==> config.mk <==
export PLATFORM = sky130hd
export DESIGN_NAME = overlay_scheduler
export DESIGN_NICKNAME = d
export VERILOG_FILES = /design/src/rtl/overlay_pkg.sv /design/src/rtl/overlay_scheduler_frame_edge_det.sv /design/src/rtl/overlay_scheduler.sv
export SDC_FILE = /design/constraint.sdc
export NUM_CORES = 1
export LEC_CHECK = 0
export CORE_UTILIZATION = 41
export CTS_CLUSTER_SIZE = 16
export DETAILED_ROUTE_END_ITERATION = 12
export PLACE_DENSITY_LB_ADDON = 0.12
export SYNTH_ARGS = -nofsm -noshare
export SYNTH_HDL_FRONTEND = slang
export SYNTH_SLANG_ARGS = --single-unit
==> constraint.sdc <==
create_clock -name clk -period 5 [get_ports clk]
set_clock_uncertainty 0.05 [all_clocks]
set_input_delay 1 -clock clk [delete_from_list [all_inputs] [get_ports clk]]
set_output_delay 1 -clock clk [all_outputs]
set_load 0.02 [all_outputs]
==> src/rtl/overlay_pkg.sv <==
// Shared types and constants for the prompt-overlay scheduler: FSM states,
// requester indices, backdrop group masks and default VGA frame geometry.
package overlay_pkg;

   typedef enum logic [1:0] {IDLE, SHOW, GAP} state_t;

   localparam int REQ_Q1 = 0;
   localparam int REQ_Q2 = 1;
   localparam int REQ_Q3 = 2;
   localparam int REQ_G1 = 3;
   localparam int REQ_G2 = 4;
   localparam int REQ_G3 = 5;

   localparam logic [5:0] QUIZ_MASK = 6'b000111;
   localparam logic [5:0] GAME_MASK = 6'b111000;

   localparam int VGA_H_TOTAL = 800;
   localparam int VGA_V_TOTAL = 525;

   // Width of a down-counter that must hold n-1; never narrower than one bit.
   function automatic int cnt_w(input int n);
      return (n > 1) ? $clog2(n) : 1;
   endfunction

endpackage

==> src/rtl/overlay_scheduler_frame_edge_det.sv <==
// Frame-boundary detector: flags the last pixel of the last line and emits a
// single-clock frame_start on the first clock of that (multi-clock) tick.
module frame_edge_det
   import overlay_pkg::*;
#(
   parameter int H_TOTAL = VGA_H_TOTAL,
   parameter int V_TOTAL = VGA_V_TOTAL
) (
   input  logic       clk,
   input  logic       rst,
   input  logic [9:0] h_count_i,
   input  logic [9:0] v_count_i,
   output logic       frame_start_o
);

   logic tick;
   logic tick_q;

   assign tick = (h_count_i == 10'(H_TOTAL - 1)) && (v_count_i == 10'(V_TOTAL - 1));

   always_ff @(posedge clk or posedge rst) begin
      if (rst) tick_q <= 1'b0;
      else     tick_q <= tick;
   end

   // Held low during reset so no boundary is reported while the FSM is cleared.
   assign frame_start_o = tick & ~tick_q & ~rst;

endmodule

==> src/rtl/overlay_scheduler.sv <==
// Frame-aligned overlay arbiter with minimum hold and blank gap between overlays.
// Optional blink of the granted overlay is enabled by defining OVERLAY_BLINK_EN.
module overlay_scheduler
   import overlay_pkg::*;
#(
   parameter int H_TOTAL         = VGA_H_TOTAL,
   parameter int V_TOTAL         = VGA_V_TOTAL,
   parameter int N_REQ           = 6,
   parameter int MIN_HOLD_FRAMES = 30,
   parameter int GAP_FRAMES      = 2,
   parameter int BLINK_FRAMES    = 16
) (
   input  logic             clk,
   input  logic             rst,
   input  logic [9:0]       hCount,
   input  logic [9:0]       vCount,
   input  logic [N_REQ-1:0] req,
   output logic [N_REQ-1:0] grant,
   output logic             quiz_bg_en,
   output logic             game_bg_en,
   output logic             busy,
   output logic             frame_start
);

   localparam int HOLD_W = cnt_w(MIN_HOLD_FRAMES);
   localparam int GAP_W  = cnt_w(GAP_FRAMES);
   localparam logic [HOLD_W-1:0] HOLD_RELOAD = HOLD_W'(MIN_HOLD_FRAMES - 1);
   localparam logic [GAP_W-1:0]  GAP_RELOAD  = GAP_W'(GAP_FRAMES - 1);

   if (MIN_HOLD_FRAMES < 1 || GAP_FRAMES < 1 || BLINK_FRAMES < 1) begin : g_bad_param
      $error("overlay_scheduler: frame counts must all be at least 1");
   end

   state_t             state_q;
   logic [N_REQ-1:0]   grant_q;
   logic [HOLD_W-1:0]  hold_q;
   logic [GAP_W-1:0]   gap_q;
   logic               quiz_q;
   logic               game_q;
   logic               busy_q;
   logic [N_REQ-1:0]   winner;
   logic               fs;

   frame_edge_det #(
      .H_TOTAL (H_TOTAL),
      .V_TOTAL (V_TOTAL)
   ) u_edge (
      .clk           (clk),
      .rst           (rst),
      .h_count_i     (hCount),
      .v_count_i     (vCount),
      .frame_start_o (fs)
   );

   // Isolate the lowest set bit: index 0 (Q1) has the highest priority.
   assign winner = req & (~req + N_REQ'(1));

   always_ff @(posedge clk or posedge rst) begin
      if (rst) begin
         state_q <= IDLE;
         grant_q <= '0;
         hold_q  <= '0;
         gap_q   <= '0;
         quiz_q  <= 1'b0;
         game_q  <= 1'b0;
         busy_q  <= 1'b0;
      end else if (fs) begin
         unique case (state_q)
            IDLE: begin
               if (|req) begin
                  state_q <= SHOW;
                  grant_q <= winner;
                  hold_q  <= HOLD_RELOAD;
                  quiz_q  <= |(winner & QUIZ_MASK);
                  game_q  <= |(winner & GAME_MASK);
                  busy_q  <= 1'b1;
               end
            end
            SHOW: begin
               if (hold_q != '0) begin
                  hold_q <= hold_q - 1'b1;
               end else if (winner != grant_q) begin
                  // Covers both a dropped request and a change of winner.
                  state_q <= GAP;
                  grant_q <= '0;
                  quiz_q  <= 1'b0;
                  game_q  <= 1'b0;
                  gap_q   <= GAP_RELOAD;
               end
            end
            GAP: begin
               if (gap_q != '0) begin
                  gap_q <= gap_q - 1'b1;
               end else if (|req) begin
                  state_q <= SHOW;
                  grant_q <= winner;
                  hold_q  <= HOLD_RELOAD;
                  quiz_q  <= |(winner & QUIZ_MASK);
                  game_q  <= |(winner & GAME_MASK);
               end else begin
                  state_q <= IDLE;
                  busy_q  <= 1'b0;
               end
            end
            default: state_q <= IDLE;
         endcase
      end
   end

`ifdef OVERLAY_BLINK_EN
   localparam int BLINK_W = cnt_w(BLINK_FRAMES);
   logic [BLINK_W-1:0] blink_cnt_q;
   logic               blink_phase_q;

   // Phase restarts visible on every entry to SHOW; outside SHOW it is don't-care.
   always_ff @(posedge clk or posedge rst) begin
      if (rst) begin
         blink_cnt_q   <= '0;
         blink_phase_q <= 1'b1;
      end else if (fs) begin
         if (state_q != SHOW) begin
            blink_cnt_q   <= '0;
            blink_phase_q <= 1'b1;
         end else if (blink_cnt_q == BLINK_W'(BLINK_FRAMES - 1)) begin
            blink_cnt_q   <= '0;
            blink_phase_q <= ~blink_phase_q;
         end else begin
            blink_cnt_q <= blink_cnt_q + 1'b1;
         end
      end
   end

   assign grant = blink_phase_q ? grant_q : '0;
`else
   assign grant = grant_q;
`endif

   assign quiz_bg_en  = quiz_q;
   assign game_bg_en  = game_q;
   assign busy        = busy_q;
   assign frame_start = fs;

endmodule

==> results of run 1 <==
-- registers in the layout, summed over array words and instances, names as in the netlist --
signal and flops:
grant 6, hold_q 5, state_q 2, busy 1, game_bg_en 1, gap_q 1, quiz_bg_en 1, u_edge.tick_q 1
-- worst max-delay path by stage --
stage | from | end | slack, ns | depth (start not counted)
after global placement | vCount[4] | frame_start | 0.85 | 6
after CTS | vCount[4] | frame_start | 0.80 | 6
after floorplan | vCount[4] | frame_start | 1.70 | 4
after detailed placement | vCount[4] | frame_start | 0.82 | 6
after global routing | vCount[3] | frame_start | 0.68 | 6
final | vCount[4] | frame_start | 0.83 | 6
-- logic make-up (layout without fill, tap and decap cells) --
family	Yosys count	after routing	share of synthesized area [%]
and+or+nand+nor	58	58	29.4
AOI/OAI and AO/OA	34	34	20.8
DFF	18	18	37.2
buffers and inverters	12	51	4.03
muxes	6	6	5.07
adders and majority gates	2	2	2.07
xor gates and xnor gates	2	2	1.45
-- cell type report --
cell class | count | share of cell area, %
clock buffers | 4 | 2.20
repair buffers | 38 | 22.9
flip-flops and latches | 18 | 27.3
multi-input cells | 102 | 43.1
inverters | 9 | 2.05
well taps | 31 | 2.35
-- power breakdown --
| group | leakage, uW | switching (uW) | internal [uW] |
|---|---|---|---|
| clock network | 0.0000210 | 50.0 | 44.5 |
| logic | 0.000433 | 12.6 | 22.2 |
| registers | 0.000205 | 0.000871 | 145 |
-- metrics by stage --
stage / hold WS, ns / total power (uW)
finish: 0.510 / 275
global route: 0.541 / 284
CTS: 0.502 / 276
detailed placement: 0.472 / 183
global placement: 0.462 / 182
floorplan: 0.438 / 156
-- routing by layer --
metal / share of wire [%] / global-route usage [%]
met1: 45 / 25.8
met5: 0 / 0
met4: 1.4 / 7.32
met2: 48 / 34.9
met3: 5.4 / 3.23
-- worst max-delay path, delay by kind of cell --
kind	cells	cell delay [ns]
buffers and inverters	2	1.08
and+or+nand+nor	4	1.05
-- layout by cell type (no fill, tap or decap), drive strengths merged, types with 6 or more instances in the layout --
master         Yosys  layout
nor4bb             6       6
inv                9       9
dfrtp             18      18
nand2             10      10
a21oi              8       8
nand4              6       6
nor4               6       6
o21ai              7       7
nor2               9       9
clkdlybuf4s50      0      37
==> impl_metrics.yaml, run 1 <==
finish:
  utilization_pct: 59.2
  antenna_cells: 0
  drive_above_1_share_pct: 5.85
  nFillCells: 245
  register_area_sq_um: 450
  finalInstanceArea_sq_um: 1650
  multiInputGateArea_sq_um: 711
  final_cells: 202
  area_growth_pct: 36.2
  finalNetCount: 202
yosys:
  synthCells: 132
  mappedNetlistNets: 162
  syn_area_per_cell_sq_um: 9.17
  synth_edf_count: 0
  postSynthRegisterBits: 18
  yosys_warnings: 0
  synthTopCellsByArea: "dfrtp_1 (37%), nor4bb_1 (5.0%), mux2i_1 (4.1%)"
  synth.top_cell.area_share_pct: 37.2
  synth_area_sq_um: 1210
  synth-main-ff-cell: "dfrtp_1"
  ys_seq_area_share_pct: 37.2
  synthTopCellsByCount: "dfrtp_1 (18), nand2_1 (10), inv_1 (9), nor2_1 (9), a21oi_1 (8)"
  yosysTopAreaCell: "dfrtp_1"
  async_flop_share_pct: 100
  yosysMostFrequentCell: "dfrtp_1"
  yosys.cell_types.count: 41
clocking:
  cts_hold_buffers: 0
  h-tree-depth: 1
  cts_sinks: 18
  numCtsBuffers: 3
  path_clk_slew_ns: 0.11
  tritoncts: "built"
  cts_buffer_depth: 2
  root_buffer: "clkbuf_4"
  post_cts_resized: 0
  clock_latency_ns: 0.31
  post_cts.repair.setup_buffers: 0
worst_setup_path:
  crit_arrival_ns: 3.12
  crit_type: "input pin to output port"
  crit_chain: "clkdlybuf4s50_1, nor4_1, nand2_1, nor3_1, nor3b_1, clkdlybuf4s50_1"
  crit_path_end_kind: "output port"
  worstPathMaxFanout: 3
  critPathSlowestCell: "clkdlybuf4s50_1"
  cp.required_ns: 3.95
  rr_worst_depth: 4
  startpoint_type: "input pin"
  cpPeakStageDelay_ns: 0.68
  r2r_slack_ns: 2.82
  crit_top_cell: "clkdlybuf4s50_1"
  timing.rr.end: "grant[5]"
  reg2reg_from: "u_edge.tick_q"
floorplan:
  die_y_um: 56.3
  die_w_um: 56.3
  dieArea_sq_um: 3170
  pin_count: 38
  core_sq_um: 2780
  rows: 19
  start_util_pct: 43.5
timing:
  rsz0062_at_grt: "no"
  fin_crit_ns: 4.17
  tightest_slew_ns: 0.879
  fin_tns_setup_ns: 0
  relSlewSlack_pct: 41.4
  setup_ws_ns: 0.829
  slew_violations: 0
  finalCritPeriodShare_pct: 83.4
  fmax_mhz: 240
  finalHoldViolations: 0
  setup_viol: 0
routing:
  first_pass_iters: 4
  drtIter0Drc: 53
  vias: 1200
  routed_via_density: 5.94
  wl_per_cell_um: 15.3
  drt-total-wl_mm: 3.08
  drtAntennaViolNets: 0
  route.detailed.drc: 0
placed_design:
  port_buffers: 37
  dp_hpwl_mm: 2.39
  dp_slack_ns: 0.822
  globalplace.congestion: 0.777
  placed_cell_area_sq_um: 1610
  dp.cells: 198
outcome:
  outcome: "completed"
grt:
  grt.total_usage_pct: 20.3
  grt_max_degree: 19
  grt_pass1_wl_mm: 5.05
  grt_pass1_vias: 1143
  antenna_found_initial: 0
  grt_overflow: 0
pwr:
  leakagePower_uw: 0.000658
  ir_drop_mv: 0.133
  power_density_nw_per_um2: 167
flow_run:
  maxCapViolCount: 0
hold_path:
  hp-start: "hold_q[4]"
  min_path_cells: 2
  min_path_type: "flop to flop"
  min_to: "hold_q[4]"
Power figures use the tool's default switching activity.
==> run 2: changes to the inputs <==
Clock period 5 ns to 3.93 ns, I/O delays scaled along.
==> impl_metrics.yaml, run 2 (synthesized netlist as in run 1, its figures left out) <==
finish:
  largest_reg_flops: 6
  finalNetCount: 203
  antenna_cells: 0
  final_cells: 203
  finalInstanceArea_sq_um: 1660
  multiInputGateArea_sq_um: 711
  drive_above_1_share_pct: 6.40
  area_growth_pct: 36.8
  layout_commonest_cell: "clkdlybuf4s50_1"
  mostFrequentLayoutCells: "clkdlybuf4s50_1 (37), dfrtp_1 (18), nand2_1 (10)"
  nFillCells: 258
  register_area_sq_um: 450
routing:
  route.detailed.drc: 0
  drtIter0Drc: 63
  first_pass_iters: 4
  drtAntennaViolNets: 0
  routed_via_density: 5.98
  vias: 1214
  wl_per_cell_um: 14.8
  wl_met3_um: 133
  top_layer: "met4"
  drt-total-wl_mm: 3.01
  wl_met1_mm: 1.40
  wl_met2_mm: 1.46
pwr:
  ir_drop_mv: 0.146
  p_sw_uw: 75.9
  swShare_pct: 21.9
  power_density_nw_per_um2: 209
  p_seq_share_pct: 53.5
  power_uw: 346
  p_comb_share_pct: 12.7
  clockPowerShare_pct: 33.7
  leakagePower_uw: 0.000664
  power.internal_uw: 270
timing:
  slew_violations: 0
  setup_viol: 0
  fin_crit_ns: 3.71
  finalHoldViolations: 0
  fin_tns_setup_ns: 0
  rsz0062_at_grt: "no"
  tightest_slew_ns: 0.825
  fmax_mhz: 270
  relSlewSlack_pct: 45.0
  holdWs_ns: 0.493
  finalCritPeriodShare_pct: 94.3
clocking:
  post_cts.repair.setup_buffers: 0
  cts_hold_buffers: 0
  path_clk_slew_ns: 0.10
  post_cts_resized: 0
  cts_sinks: 18
  numCtsBuffers: 3
  h-tree-depth: 1
  cts_buffer_depth: 2
  clock_latency_ns: 0.30
  tritoncts: "built"
  root_buffer: "clkbuf_4"
placed_design:
  placed_cell_area_sq_um: 1620
  dp_hpwl_mm: 2.37
  port_buffers: 37
  dp.cells: 199
  globalplace.congestion: 0.820
worst_setup_path:
  crit_path_end_kind: "output port"
  crit_arrival_ns: 2.87
  cp.required_ns: 3.09
  crit_type: "input pin to output port"
  worstPathMaxFanout: 2
  startpoint_type: "input pin"
grt:
  grt_pass1_wl_mm: 5.11
  antenna_found_initial: 0
  grt_pass1_vias: 1178
  grt.total_usage_pct: 20.4
  grt_max_degree: 19
  grt_overflow: 0
floorplan:
  pin_count: 38
  rows: 19
  die_y_um: 56.3
  core_sq_um: 2780
  die_w_um: 56.3
  start_util_pct: 43.5
  dieArea_sq_um: 3170
outcome:
  outcome: "completed"
hold_path:
  min_path_type: "flop to flop"
flow_run:
  maxCapViolCount: 0
run 2: changes by cell type in the layout (fill, tap and decap cells not counted):
cell	before	now
buf_4	1	2
run 2: metal layers:
metal	global-route usage (%)	vias up
met2	35.2	43
li1	-	596
met3	3.00	2
met1	26.0	573
met4	7.32	0
met5	0	-
run 2: critical path: stages:
cell	delay [ns]
clkdlybuf4s50_1	0.40
nor4_1	0.38
nand2_1	0.10
nor3_1	0.26
nor3b_1	0.29
clkdlybuf4s50_1	0.66
run 2: metrics by stage:
stage,util (%),setup slack (ns)
2_1_floorplan,-,1.06
3_3_place_gp,58.2,0.299
3_5_place_dp,58.2,0.188
4_1_cts,59.5,0.186
5_1_grt,59.5,0.0114
6_report,59.5,0.223
run 2: layout make-up:
cell class / count / area share, %
timing repair buffer: 39 / 23.3
clock buffer: 4 / 2.19
multi-input combinational: 102 / 42.9
inverter: 9 / 2.04
sequential: 18 / 27.2
tap: 31 / 2.34
run 2: path summary, 6_finish.rpt:
path                                  to       start  slack (ns)  depth (start not counted)
setup reg to reg               hold_q[1]  state_q[1]        1.75                          5
hold reg to reg                hold_q[1]   hold_q[1]        0.49                          1
max in group asynchronous     state_q[1]         rst        2.45                          2
hold / removal                 hold_q[1]   hold_q[1]        0.49                          1
setup / recovery             frame_start   vCount[4]        0.22                          6
min in group asynchronous  u_edge.tick_q         rst        0.92                          2
run 2: power by group through the flow:
stage               registers, uW  clock network (uW)  logic [uW]
floorplan                     189                   0        9.73
global placement              189                   0        43.0
detailed placement            189                   0        44.3
CTS                           185                 122        44.4
global route                  185                 127        47.8
finish                        185                 117        44.0
==> run 3: changes to the inputs <==
Settings changed: DONT_BUFFER_PORTS set to 1.
==> impl_metrics.yaml, run 3 (synthesized netlist as in run 1, its figures left out) <==
worst_setup_path:
  r2r_slack_ns: 1.74
  rr_worst_depth: 4
  cp.required_ns: 3.09
  reg2reg_from: "u_edge.tick_q"
  worstPathMaxFanout: 3
  crit_chain: "nor4_1, nand2_1, nor3_1, nor3b_1, buf_4"
  timing.rr.end: "gap_q"
  cpPeakStageDelay_ns: 0.34
  path_buf_inv: 1
  critPathSlowestCell: "nor4_1"
  crit_path_end_kind: "output port"
  startpoint_type: "input pin"
  crit_type: "input pin to output port"
  crit_arrival_ns: 1.82
  critPathTopFamily: "simple AND/OR/NAND/NOR gates"
routing:
  top_layer: "met4"
  drtAntennaViolNets: 0
  drt-total-wl_mm: 2.77
  first_pass_iters: 4
  wl_met3_um: 179
  wl_met1_mm: 1.32
  wl_per_cell_um: 16.7
  route.detailed.drc: 0
  vias: 1112
  routed_via_density: 6.70
  wl_met2_mm: 1.21
  drtIter0Drc: 36
floorplan:
  die_w_um: 56.3
  rows: 19
  die_y_um: 56.3
  dieArea_sq_um: 3170
  start_util_pct: 43.5
  core_sq_um: 2780
  pin_count: 38
finish:
  antenna_cells: 0
  area_growth_pct: 6.20
  mostFrequentLayoutCells: "dfrtp_1 (18), nand2_1 (10), inv_1 (9), nor2_1 (9), a21oi_1 (8)"
  utilization_pct: 46.2
  drive_above_1_share_pct: 8.15
  final_cells: 166
  finalNetCount: 166
  nFillCells: 279
  largest_reg_flops: 6
  layout_commonest_cell: "dfrtp_1"
timing:
  fin_tns_setup_ns: 0
  rsz0062_at_grt: "no"
  finalHoldViolations: 0
  slew_violations: 0
  finalCritPeriodShare_pct: 67.7
  setup_viol: 0
  fin_crit_ns: 2.66
  tightest_slew_ns: 0.906
  relSlewSlack_pct: 39.6
  fmax_mhz: 376
  holdWs_ns: 0.416
clocking:
  path_clk_slew_ns: 0.11
  tritoncts: "built"
  cts_sinks: 18
  cts_hold_buffers: 0
  clock_latency_ns: 0.31
  h-tree-depth: 1
  post_cts.repair.setup_buffers: 0
  root_buffer: "clkbuf_4"
  numCtsBuffers: 3
  cts_buffer_depth: 2
  post_cts_resized: 0
placed_design:
  dp.cells: 162
  globalplace.congestion: 0.760
  port_buffers: 0
  dp_hpwl_mm: 2.02
pwr:
  power_density_nw_per_um2: 248
  leakagePower_uw: 0.000518
  ir_drop_mv: 0.131
grt:
  grt_max_degree: 19
  grt_pass1_wl_mm: 4.55
  grt_pass1_vias: 1006
  antenna_found_initial: 0
  grt.total_usage_pct: 18.8
  grt_overflow: 0
flow_run:
  maxCapViolCount: 0
hold_path:
  min_path_type: "input pin to asynchronous set/reset pin"
outcome:
  outcome: "completed"
## run 3: cell count changes in the layout (fill, tap and decap cells not counted), sizes merged
cell           delta
clkdlybuf4s50    -37
## run 3: cell type report
class,instances,area [sq um],share of cell area (%)
Tap cell,31,38.8,3.02
Clock buffer,4,36.3,2.82
Inverter,9,33.8,2.63
Timing Repair Buffer,2,15.0,1.17
Multi-Input combinational cell,102,711,55.3
Sequential cell,18,450,35.1
## run 3: layer usage
layer	track usage [%]	vias to the layer above
met2	29.4	54
met3	4.61	5
met4	8.71	0
li1	-	520
met1	24.5	533
met5	0	-
## run 3: report_power, final
part / switching [uW] / internal (uW)
clock: 65.9 / 56.7
sequential: 0.00182 / 185
combinational: 6.41 / 5.05
total: 72.4 / 247
## run 3: metrics by stage
| step | worst slack, ns | cell area, sq um | power (uW) |
|---|---|---|---|
| 2_1_floorplan | 1.06 | 1210 | 198 |
| 3_3_place_gp | 1.27 | 1250 | 200 |
| 3_5_place_dp | 1.24 | 1250 | 200 |
| 4_1_cts | 1.23 | 1280 | 323 |
| 5_1_grt | 1.05 | 1280 | 331 |
| 6_report | 1.27 | 1280 | 319 |
## run 3: worst reg2reg max path: stages, from the launching register on
cell	delay (ns)
dfrtp_1	0.40
or4_4	0.57
or2_0	0.41
a2111oi_4	0.54
a211o_1	0.16
## run 3: worst max path at each step
stage,startpoint,end,cells past startpoint,slack [ns]
floorplan,vCount[4],frame_start,4,1.06
global placement,vCount[4],frame_start,5,1.27
detailed placement,vCount[4],frame_start,5,1.24
CTS,vCount[4],frame_start,5,1.23
global route,vCount[4],frame_start,5,1.05
finish,vCount[4],frame_start,5,1.27
